$ cat src/rtl/qoi_frame_packer.sv
// qoi_frame_packer: wraps each encoded QOI frame in its container. The output is the
// 14-byte header, then the chunk bytes from the encoder, then the 8-byte end marker.
// Handshake, both sides: a beat or byte moves on a rising clk edge where valid and
// ready are both 1. The valid side keeps data and flags steady until that edge.
module qoi_frame_packer #(
    parameter int IMAGE_W    = 640,
    parameter int IMAGE_H    = 480,
    parameter int CHANNELS   = 3,
    parameter int COLORSPACE = 0
) (
    input  logic        clk,
    input  logic        reset_n,
    input  logic [39:0] sink_data,
    input  logic [2:0]  sink_len,
    input  logic        sink_valid,
    output logic        sink_ready,
    input  logic        sink_sop,
    input  logic        sink_eop,
    output logic [7:0]  source_data,
    output logic        source_valid,
    input  logic        source_ready,
    output logic        source_sop,
    output logic        source_eop,
    output logic        frame_done,
    output logic [31:0] frame_bytes,
    output logic [1:0]  dbg_state
);

    typedef enum logic [1:0] {
        IDLE    = 2'd0,
        HEADER  = 2'd1,
        CHUNK   = 2'd2,
        TRAILER = 2'd3
    } state_t;

    localparam logic [31:0] WIDTH_W  = 32'(IMAGE_W);
    localparam logic [31:0] HEIGHT_W = 32'(IMAGE_H);
    localparam logic [7:0]  CHAN_B   = 8'(CHANNELS);
    localparam logic [7:0]  CSPACE_B = 8'(COLORSPACE);

    state_t      state, state_n;
    logic [3:0]  hdr_idx, hdr_idx_n;
    logic [2:0]  trl_idx, trl_idx_n;
    logic [39:0] hold_data, hold_data_n;
    logic [2:0]  hold_len, hold_len_n;
    logic [2:0]  hold_idx, hold_idx_n;
    logic        hold_eop, hold_eop_n;
    logic        hold_valid, hold_valid_n;
    logic        pending_sop, pending_sop_n;
    logic        do_latch;
    logic [31:0] byte_cnt;

    logic        emit_valid, emit_sop, emit_eop, ready_n;
    logic [7:0]  emit_data;

    logic        accept;
    logic        beat_in;
    logic [2:0]  len_clamped;

    assign accept      = source_valid && source_ready;
    assign beat_in     = sink_valid && sink_ready;
    assign len_clamped = (sink_len > 3'd5) ? 3'd5 : sink_len;
    assign frame_done  = source_valid && source_ready && source_eop;
    assign dbg_state   = state;

    function automatic logic [7:0] hdr_byte(input logic [3:0] idx);
        case (idx)
            4'd0:    hdr_byte = 8'h71;
            4'd1:    hdr_byte = 8'h6f;
            4'd2:    hdr_byte = 8'h69;
            4'd3:    hdr_byte = 8'h66;
            4'd4:    hdr_byte = WIDTH_W[31:24];
            4'd5:    hdr_byte = WIDTH_W[23:16];
            4'd6:    hdr_byte = WIDTH_W[15:8];
            4'd7:    hdr_byte = WIDTH_W[7:0];
            4'd8:    hdr_byte = HEIGHT_W[31:24];
            4'd9:    hdr_byte = HEIGHT_W[23:16];
            4'd10:   hdr_byte = HEIGHT_W[15:8];
            4'd11:   hdr_byte = HEIGHT_W[7:0];
            4'd12:   hdr_byte = CHAN_B;
            4'd13:   hdr_byte = CSPACE_B;
            default: hdr_byte = 8'h00;
        endcase
    endfunction

    function automatic logic [7:0] chunk_byte(input logic [39:0] d, input logic [2:0] idx);
        case (idx)
            3'd0:    chunk_byte = d[39:32];
            3'd1:    chunk_byte = d[31:24];
            3'd2:    chunk_byte = d[23:16];
            3'd3:    chunk_byte = d[15:8];
            3'd4:    chunk_byte = d[7:0];
            default: chunk_byte = 8'h00;
        endcase
    endfunction

    // Next-state logic: the indices always point at the byte that is on the output now.
    // Each state moves forward only when that byte is accepted.
    always_comb begin
        state_n       = state;
        hdr_idx_n     = hdr_idx;
        trl_idx_n     = trl_idx;
        hold_data_n   = hold_data;
        hold_len_n    = hold_len;
        hold_idx_n    = hold_idx;
        hold_eop_n    = hold_eop;
        hold_valid_n  = hold_valid;
        pending_sop_n = pending_sop;
        do_latch      = 1'b0;
        case (state)
            IDLE: begin
                if (beat_in && sink_sop) begin
                    do_latch      = 1'b1;
                    pending_sop_n = 1'b0;
                    hdr_idx_n     = 4'd0;
                    state_n       = HEADER;
                end
            end
            HEADER: begin
                if (accept) begin
                    if (hdr_idx == 4'd13) state_n = CHUNK;
                    else                  hdr_idx_n = hdr_idx + 4'd1;
                end
            end
            CHUNK: begin
                if (hold_valid) begin
                    if (hold_len == 3'd0) begin
                        hold_valid_n = 1'b0;
                        if (hold_eop) begin
                            state_n   = TRAILER;
                            trl_idx_n = 3'd0;
                        end
                    end else if (accept) begin
                        if (hold_idx == hold_len - 3'd1) begin
                            hold_valid_n = 1'b0;
                            if (hold_eop) begin
                                state_n   = TRAILER;
                                trl_idx_n = 3'd0;
                            end
                        end else begin
                            hold_idx_n = hold_idx + 3'd1;
                        end
                    end
                end else if (beat_in) begin
                    do_latch = 1'b1;
                    // A new start-of-frame here aborts the frame in progress. The beat
                    // waits in hold and opens the next frame once this trailer is sent.
                    if (sink_sop) begin
                        pending_sop_n = 1'b1;
                        state_n       = TRAILER;
                        trl_idx_n     = 3'd0;
                    end
                end
            end
            TRAILER: begin
                if (accept) begin
                    if (trl_idx == 3'd7) begin
                        state_n       = pending_sop ? HEADER : IDLE;
                        hdr_idx_n     = 4'd0;
                        pending_sop_n = 1'b0;
                    end else begin
                        trl_idx_n = trl_idx + 3'd1;
                    end
                end
            end
            default: state_n = IDLE;
        endcase
        if (do_latch) begin
            hold_data_n  = sink_data;
            hold_len_n   = len_clamped;
            hold_eop_n   = sink_eop;
            hold_idx_n   = 3'd0;
            hold_valid_n = 1'b1;
        end
    end

    // Output selection from the next state, so the registered outputs present the byte
    // the FSM will be on in the next cycle.
    always_comb begin
        emit_valid = 1'b0;
        emit_data  = 8'h00;
        emit_sop   = 1'b0;
        emit_eop   = 1'b0;
        ready_n    = (state_n == IDLE) || (state_n == CHUNK && !hold_valid_n);
        case (state_n)
            HEADER: begin
                emit_valid = 1'b1;
                emit_data  = hdr_byte(hdr_idx_n);
                emit_sop   = (hdr_idx_n == 4'd0);
            end
            CHUNK: begin
                emit_valid = hold_valid_n && (hold_len_n != 3'd0);
                emit_data  = chunk_byte(hold_data_n, hold_idx_n);
            end
            TRAILER: begin
                emit_valid = 1'b1;
                emit_data  = {7'd0, trl_idx_n == 3'd7};
                emit_eop   = (trl_idx_n == 3'd7);
            end
            default: ;
        endcase
    end

    // State, hold, registered outputs and the per-frame byte counter.
    always_ff @(posedge clk) begin
        if (!reset_n) begin
            state        <= IDLE;
            hdr_idx      <= 4'd0;
            trl_idx      <= 3'd0;
            hold_data    <= 40'd0;
            hold_len     <= 3'd0;
            hold_idx     <= 3'd0;
            hold_eop     <= 1'b0;
            hold_valid   <= 1'b0;
            pending_sop  <= 1'b0;
            source_valid <= 1'b0;
            source_data  <= 8'h00;
            source_sop   <= 1'b0;
            source_eop   <= 1'b0;
            sink_ready   <= 1'b0;
            byte_cnt     <= 32'd0;
            frame_bytes  <= 32'd0;
        end else begin
            state        <= state_n;
            hdr_idx      <= hdr_idx_n;
            trl_idx      <= trl_idx_n;
            hold_data    <= hold_data_n;
            hold_len     <= hold_len_n;
            hold_idx     <= hold_idx_n;
            hold_eop     <= hold_eop_n;
            hold_valid   <= hold_valid_n;
            pending_sop  <= pending_sop_n;
            source_valid <= emit_valid;
            source_data  <= emit_data;
            source_sop   <= emit_sop;
            source_eop   <= emit_eop;
            sink_ready   <= ready_n;
            if (accept) begin
                byte_cnt <= source_sop ? 32'd1 : byte_cnt + 32'd1;
                if (source_eop) frame_bytes <= byte_cnt + 32'd1;
            end
        end
    end

endmodule

$ cat config.mk
export PLATFORM = sky130hd
export DESIGN_NAME = qoi_frame_packer
export DESIGN_NICKNAME = d
export VERILOG_FILES = /design/src/rtl/qoi_frame_packer.sv
export SDC_FILE = /design/constraint.sdc
export NUM_CORES = 1
export LEC_CHECK = 0
export CAP_MARGIN = 10
export CORE_ASPECT_RATIO = 0.5
export CORE_MARGIN = 10
export CORE_UTILIZATION = 50
export DETAILED_ROUTE_END_ITERATION = 7
export PLACE_DENSITY = 0.82
export SKIP_LAST_GASP = 1
export SLEW_MARGIN = 20
export SYNTH_ARGS = -nofsm -noshare
export SYNTH_HDL_FRONTEND = slang
export SYNTH_SLANG_ARGS = --single-unit
export TNS_END_PERCENT = 20
$ cat constraint.sdc
create_clock -name clk -period 3.24 [get_ports clk]
set_input_delay 0.324 -clock clk [delete_from_list [all_inputs] [get_ports clk]]
set_output_delay 0.324 -clock clk [all_outputs]
set_load 0.005 [all_outputs]
Word level (Yosys, flattened, before mapping)
Memory sizes are Yosys's and may differ from the RTL's. Index checks and enable logic that the tools add are counted.

Add/subtract/negate cells: 5. $lt $le $gt $ge: 1. Eq/ne operators: 20. Muxes and demuxes: 60. Reductions and logical operators: 20.

Operator list (number): two-way mux 3 bit (17); two-way mux 40 bit (1); one-hot mux 8 bit (5 select lines) (1); adder 32 x 1 -> 32 bit (second input constant) (1); two-way mux 32 bit (1); two-way mux 2 bit (12); one-hot mux 8 bit (3 select lines) (1); two-way mux 4 bit (5); two-way mux 1 bit (16); inequality test 2 bit (second input constant) (6); one-hot mux 4 bit (3 select lines) (1); == test 3 bit (second input constant) (3); == test 2 bit (second input constant) (4); one-hot mux 2 bit (4 select lines) (1); AND reduction 7 bit (1); adder 3 x 1 -> 3 bit (second input constant) (2); == test 3 x 2 -> 1 bit (second input constant) (2); logical AND 1 bit (6); logical NOT 3 bit (2); one-hot mux 3 bit (2 select lines) (1); AND reduction 2 bit (3); nonzero test 3 bit (2); adder 4 x 1 -> 4 bit (second input constant) (1); == test 2 x 1 -> 1 bit (second input constant) (2); other kinds (12) (14).

Bits in registers: 134. Bits in read-only memories: 128. Bits of input ports: 49. Output and inout bits: 47. Logic and storage cells: 123. Memories: 1.

Memory list: (no name shown) (depth 16, width 8, read ports 1, clocked after Yosys merged registers in 0, write ports 0, RTL line 67) `case (idx)`.

Logic depth before layout (Yosys ltp)
Depth in word-level cells: 11. Gate-level depth with buffers: 13. Depth with buffers taken out: 13.

Worst setup path before layout
OpenSTA, ideal clock, no wires.

Kind: reg2reg. From: register hold_len[0]. To: register source_data[5]. Setup time: 0.130 ns. Arrival time: 2.511 ns. Data required time: 3.110 ns. Slack: 0.599 ns. Stages on the path, launching flop included: 12. Buffers on the path: 2. Clock period less this slack: 2.641 ns. Path through: dfxtp_1 -> inv_1 -> ha_1 -> xnor2_1 -> nor3_2 -> or4_4 -> and2_4 -> buf_6 -> o311ai_2 -> buf_6 -> a311o_1 -> nand3_1.

Cells in the longest elaborated chain, start to end: 11. Elaborated cells on any way between the ends: 24. Classes of those cells: 1 x add/sub; 8 x eq/ne; 13 x mux; 2 x reduce/logical.

RTL lines: start: declaration (RTL line 45) `logic [2:0] hold_len, hold_len_n;`; start signal: assignment (RTL line 228) `hold_len <= hold_len_n;`; subtractor 3 x 1 -> 3 bit (RTL line 134) `if (hold_idx == hold_len - 3'd1) begin`; == test 3 bit (RTL line 134); two-way mux 3 bit (RTL line 134); two-way mux 3 bit (RTL line 133) `end else if (accept) begin`; two-way mux 3 bit (RTL line 127) `if (hold_len == 3'd0) begin`; two-way mux 3 bit (RTL line 126) `if (hold_valid) begin`; two-way mux 3 bit (RTL line 110) `case (state)`; two-way mux 3 bit (RTL line 168) `if (do_latch) begin`; == test 3 bit (tied with other cells) (RTL line 87) `case (idx)`; one-hot mux 8 bit (5 select lines) (RTL line 87); one-hot mux 8 bit (3 select lines) * (RTL line 185) `case (state_n)`; end signal: assignment (RTL line 234) `source_data <= emit_data;`; end: declaration (RTL line 19) `output logic [7:0] source_data,`.

Every way passes the cells marked *; elsewhere a longest branch is shown, timed or not. A chain may end at the register's enable or synchronous reset.

Worst setup path in the final report
From: register trl_idx[0]. To: register source_data[0].

Elaborated cells on any way between the ends: 24. Classes of those cells: 1 x add/sub; 5 x eq/ne; 17 x mux; 1 x memory.

RTL lines: start: declaration (RTL line 43) `logic [2:0] trl_idx, trl_idx_n;`; start signal: assignment (RTL line 226) `trl_idx <= trl_idx_n;`; == test 3 bit (RTL line 157) `if (trl_idx == 3'd7) begin`; two-way mux 4 bit (RTL line 157); two-way mux 4 bit (RTL line 156) `if (accept) begin`; one-hot mux 4 bit (3 select lines) (RTL line 110); via hdr_idx_n[1] (RTL line 42) `logic [3:0] hdr_idx, hdr_idx_n;`; memory read (16 x 8 bit); one-hot mux 8 bit (3 select lines) (RTL line 185).

The timed path passes the listed nets, and every way through them passes these cells.

==> impl_metrics.yaml <==
finish:
  nets: 988
  antennaDiodeCount: 0
  drive_gt1_frac: 0.0861
  syn2layout_area_growth_pct: 27.0
sta:
  timing.max_slew.rel_slack: 0.524
  drv_slew: 0
  setup_repair_after_global_routing_missed_its_margin: "false"
  clock.fmax_mhz: 344
  timing.setup.tns_ps: 0
  clock_skew_ps: 7.96
  report.final.setup_viol: 0
  finalHoldViolations: 0
  period_minus_slack_ps: 2910
  worst_pin_slew_ps: 714
  timing.final.crit_share: 0.898
pwr:
  p_sw_mw: 0.901
  clkPwrFrac: 0.512
  power_density_mw_per_mm2: 472
  switching_share: 0.225
  combPwrFrac: 0.064
  seq_power_share: 0.424
  totalPowerFinal_mw: 4.01
  internal_power_mw: 3.11
  vdd_ir_drop_max_mv: 0.275
  p_leak_nw: 2.97
route:
  routed_vias_inst: 5.87
  drtAntennaViolNets: 0
  detailedRoute.firstIterationViolations: 688
  first_pass_iters: 5
  route.detailed.wl_per_inst_um: 16.4
  drc: 0
  route.final.wire_length_mm: 18.2
  via_count_of_the_routed_design: 6523
clock_network:
  cts_setup_buffers: 0
  numClockSinks: 134
  ctsLongestPathBuffers: 2
  clock_latency_ps: 420
  cts_buffers: 17
  cts.htree.levels: 4
  cts_resized: 0
  clk_pin_slew_ps: 60
  holdBufCountCts: 0
  cts_tree: "built"
  clock_tree.root_cell: "clkbuf_16"
global_routing:
  overflow: 0
  globalRouteMet2Util: 0.325
  grt_use_met1: 0.238
  grt.busiest_layer: "met2"
  first_global_vias: 6191
  global_route_wire_length_before_repair_mm: 30.3
  antenna_found_initial: 0
  met3_usage: 0.0425
  grt_usage: 0.195
  grt_max_degree: 68
worst_setup_path:
  worstPathBufferInverterCount: 0
  cpMaxStageDelayCell: "dfxtp_1"
  cp-endpoint: "source_data[0]$_SDFF_PN0_"
  crit_required_ps: 3530
  timing_worst_setup_path_type: "flip-flop to flip-flop"
  r2r-start: "trl_idx[0]$_SDFF_PN0_"
  crit-reg2reg-capture: "source_data[0]$_SDFF_PN0_"
  critical-path-max-stage-delay_ps: 400
  number_of_cells_on_the_critical_path: 11
  worst_path_dominant_cell_family: "compound AO/OA/AOI/OAI gates"
  timing.critical_path.to_type: "flip-flop"
  critical_path.cell_chain: "ha_1 -> nand2_1 -> o21ai_0 -> o21ai_0 -> a31oi_1 -> o22ai_1 -> ha_1 -> mux2_2 -> mux2_2 -> a21oi_1 -> o211ai_1"
  critical_path.max_fanout: 5
  r2r_cells: 11
  cp-start-kind: "flip-flop"
  critPathLaunch: "trl_idx[0]$_SDFF_PN0_"
  worst-endpoint-arrival_ps: 3200
  worst-r2r-setup-slack_ps: 330
floorplan:
  io_pins: 96
  rows: 29
  die_x_um: 184
  fp.coreArea_mm2: 0.0129
  vertical_die_dimension_um: 102
  die-area_mm2: 0.0187
  floorplan.initialDensity: 0.519
place:
  post-dp-hpwl_mm: 12.7
  port_buffers: 95
  globalplace.congestion: 0.963
synthesis:
  mean_instance_size_in_the_synthesized_netlist_um2: 7.96
  ys.warnings.count: 0
  synth-edff-count: 0
  synthesis.nets: 900
  synthFlopType: "dfxtp_1"
  yosys.cell_types.count: 67
  synth.cell_area_mm2: 0.00669
  postSynth.asyncResetShare: 0
  synth_seq_area_share: 0.401
  syn_inst: 840
  yosys_register_bits: 134
run_status:
  status: "complete, no violations"
worst_hold_path:
  whs_path_depth: 3
  min-delay-path-class: "input pin to flip-flop"
job:
  timing.max_cap.violations: 0
## layout by cell type (no fill, tap or decap), types with 16 or more instances in the layout
cell type,n
and3_1,16
nand3_1,20
o21ai_0,56
clkdlybuf4s50_1,95
a22oi_1,17
a211oi_1,25
nor3_1,17
buf_4,32
nand2_1,121
clkbuf_16,17
nor2_1,88
dfxtp_1,134
a21oi_1,82
xnor2_1,25
## worst min-delay path, stage by stage
cell	delay (ps)
clkdlybuf4s50_1	390
nand2_1	50
a21oi_1	50
## power groups by stage
| stage | combinational (mW) | clock (mW) | sequential [mW] |
|---|---|---|---|
| final | 0.257 | 2.05 | 1.70 |
| after global routing | 0.281 | 2.15 | 1.70 |
| after CTS | 0.256 | 2.06 | 1.70 |
| after detailed placement | 0.252 | 0 | 1.74 |
| after global placement | 0.248 | 0 | 1.73 |
| after floorplan | 0.132 | 0 | 1.73 |
## metal layers
metal | share of wire | routed length, µm
met1 | 0.44 | 7990
met2 | 0.47 | 8560
met3 | 0.063 | 1150
met4 | 0.028 | 516
met5 | 0 | 0
## synthesized netlist by cell type, drive strengths merged (11+ instances only)
master	count	area, µm²
dfxtp	134	2680
nand2	121	454
nor2	89	334
a21oi	82	410
o21ai	60	304
clkbuf	46	173
a211oi	26	195
xnor2	25	219
nand3	20	100
nor3	18	95.1
a22oi	17	128
and3	16	100
inv	14	52.6
and2	12	77.6
buf	12	68.8
ha	11	138
or3	11	68.8
## area by class of cell
| type | count | area (µm²) |
|---|---|---|
| Clock buffer | 20 | 447 |
| Multi-Input combinational cell | 634 | 3730 |
| Sequential cell | 134 | 2680 |
| Timing Repair Buffer | 127 | 1190 |
| Fill cell | 1027 | 4390 |
| Clock inverter | 12 | 176 |
| Inverter | 14 | 52.6 |
| Tap cell | 170 | 213 |
## worst min path at each step
stage	endpoint	slack (ps)	from
after floorplan	hold_data[3]$_SDFF_PN0_	430	hold_data[3]$_SDFF_PN0_
after global placement	hold_data[35]$_SDFF_PN0_	440	hold_data[35]$_SDFF_PN0_
after detailed placement	hold_data[29]$_SDFF_PN0_	450	hold_data[29]$_SDFF_PN0_
after CTS	hold_data[10]$_SDFF_PN0_	440	sink_data[10]
final	hold_data[28]$_SDFF_PN0_	450	sink_data[28]
after global routing	hold_data[22]$_SDFF_PN0_	460	sink_data[22]
## logic make-up (layout without fill, tap and decap cells)
kind of cell               Yosys count  count (layout)  synth area share
AOI/OAI and AO/OA                  248             248             0.235
xor gates and xnor gates            36              36            0.0496
adders and majority gates           11              11            0.0206
buffers and inverters               72             173            0.0440
DFF                                134             134             0.401
muxes                               13              13            0.0200
and+or+nand+nor                    326             326             0.230
## per-stage QoR
step                      cells  setup slack, ps  cell area (µm²)  hold slack (ps)  utilization
final                      1111              331             8490              451        0.659
after global routing       1111             76.4             8490              457        0.659
after CTS                  1111              376             8490              442        0.659
after detailed placement   1079             67.0             7870              449        0.611
after global placement     1079              218             7870              442        0.611
after floorplan             840              599             6690              432            -
## registers in the layout, summed over array words and instances (netlist names)
register      cells
hold_len          3
source_sop        1
source_eop        1
hold_valid        1
hold_eop          1
byte_cnt         32
pending_sop       1
sink_ready        1
source_valid      1
dbg_state         2
trl_idx           3
hold_data        40
frame_bytes      32
hdr_idx           4
hold_idx          3
source_data       8
(Power assumes the default switching activity.)
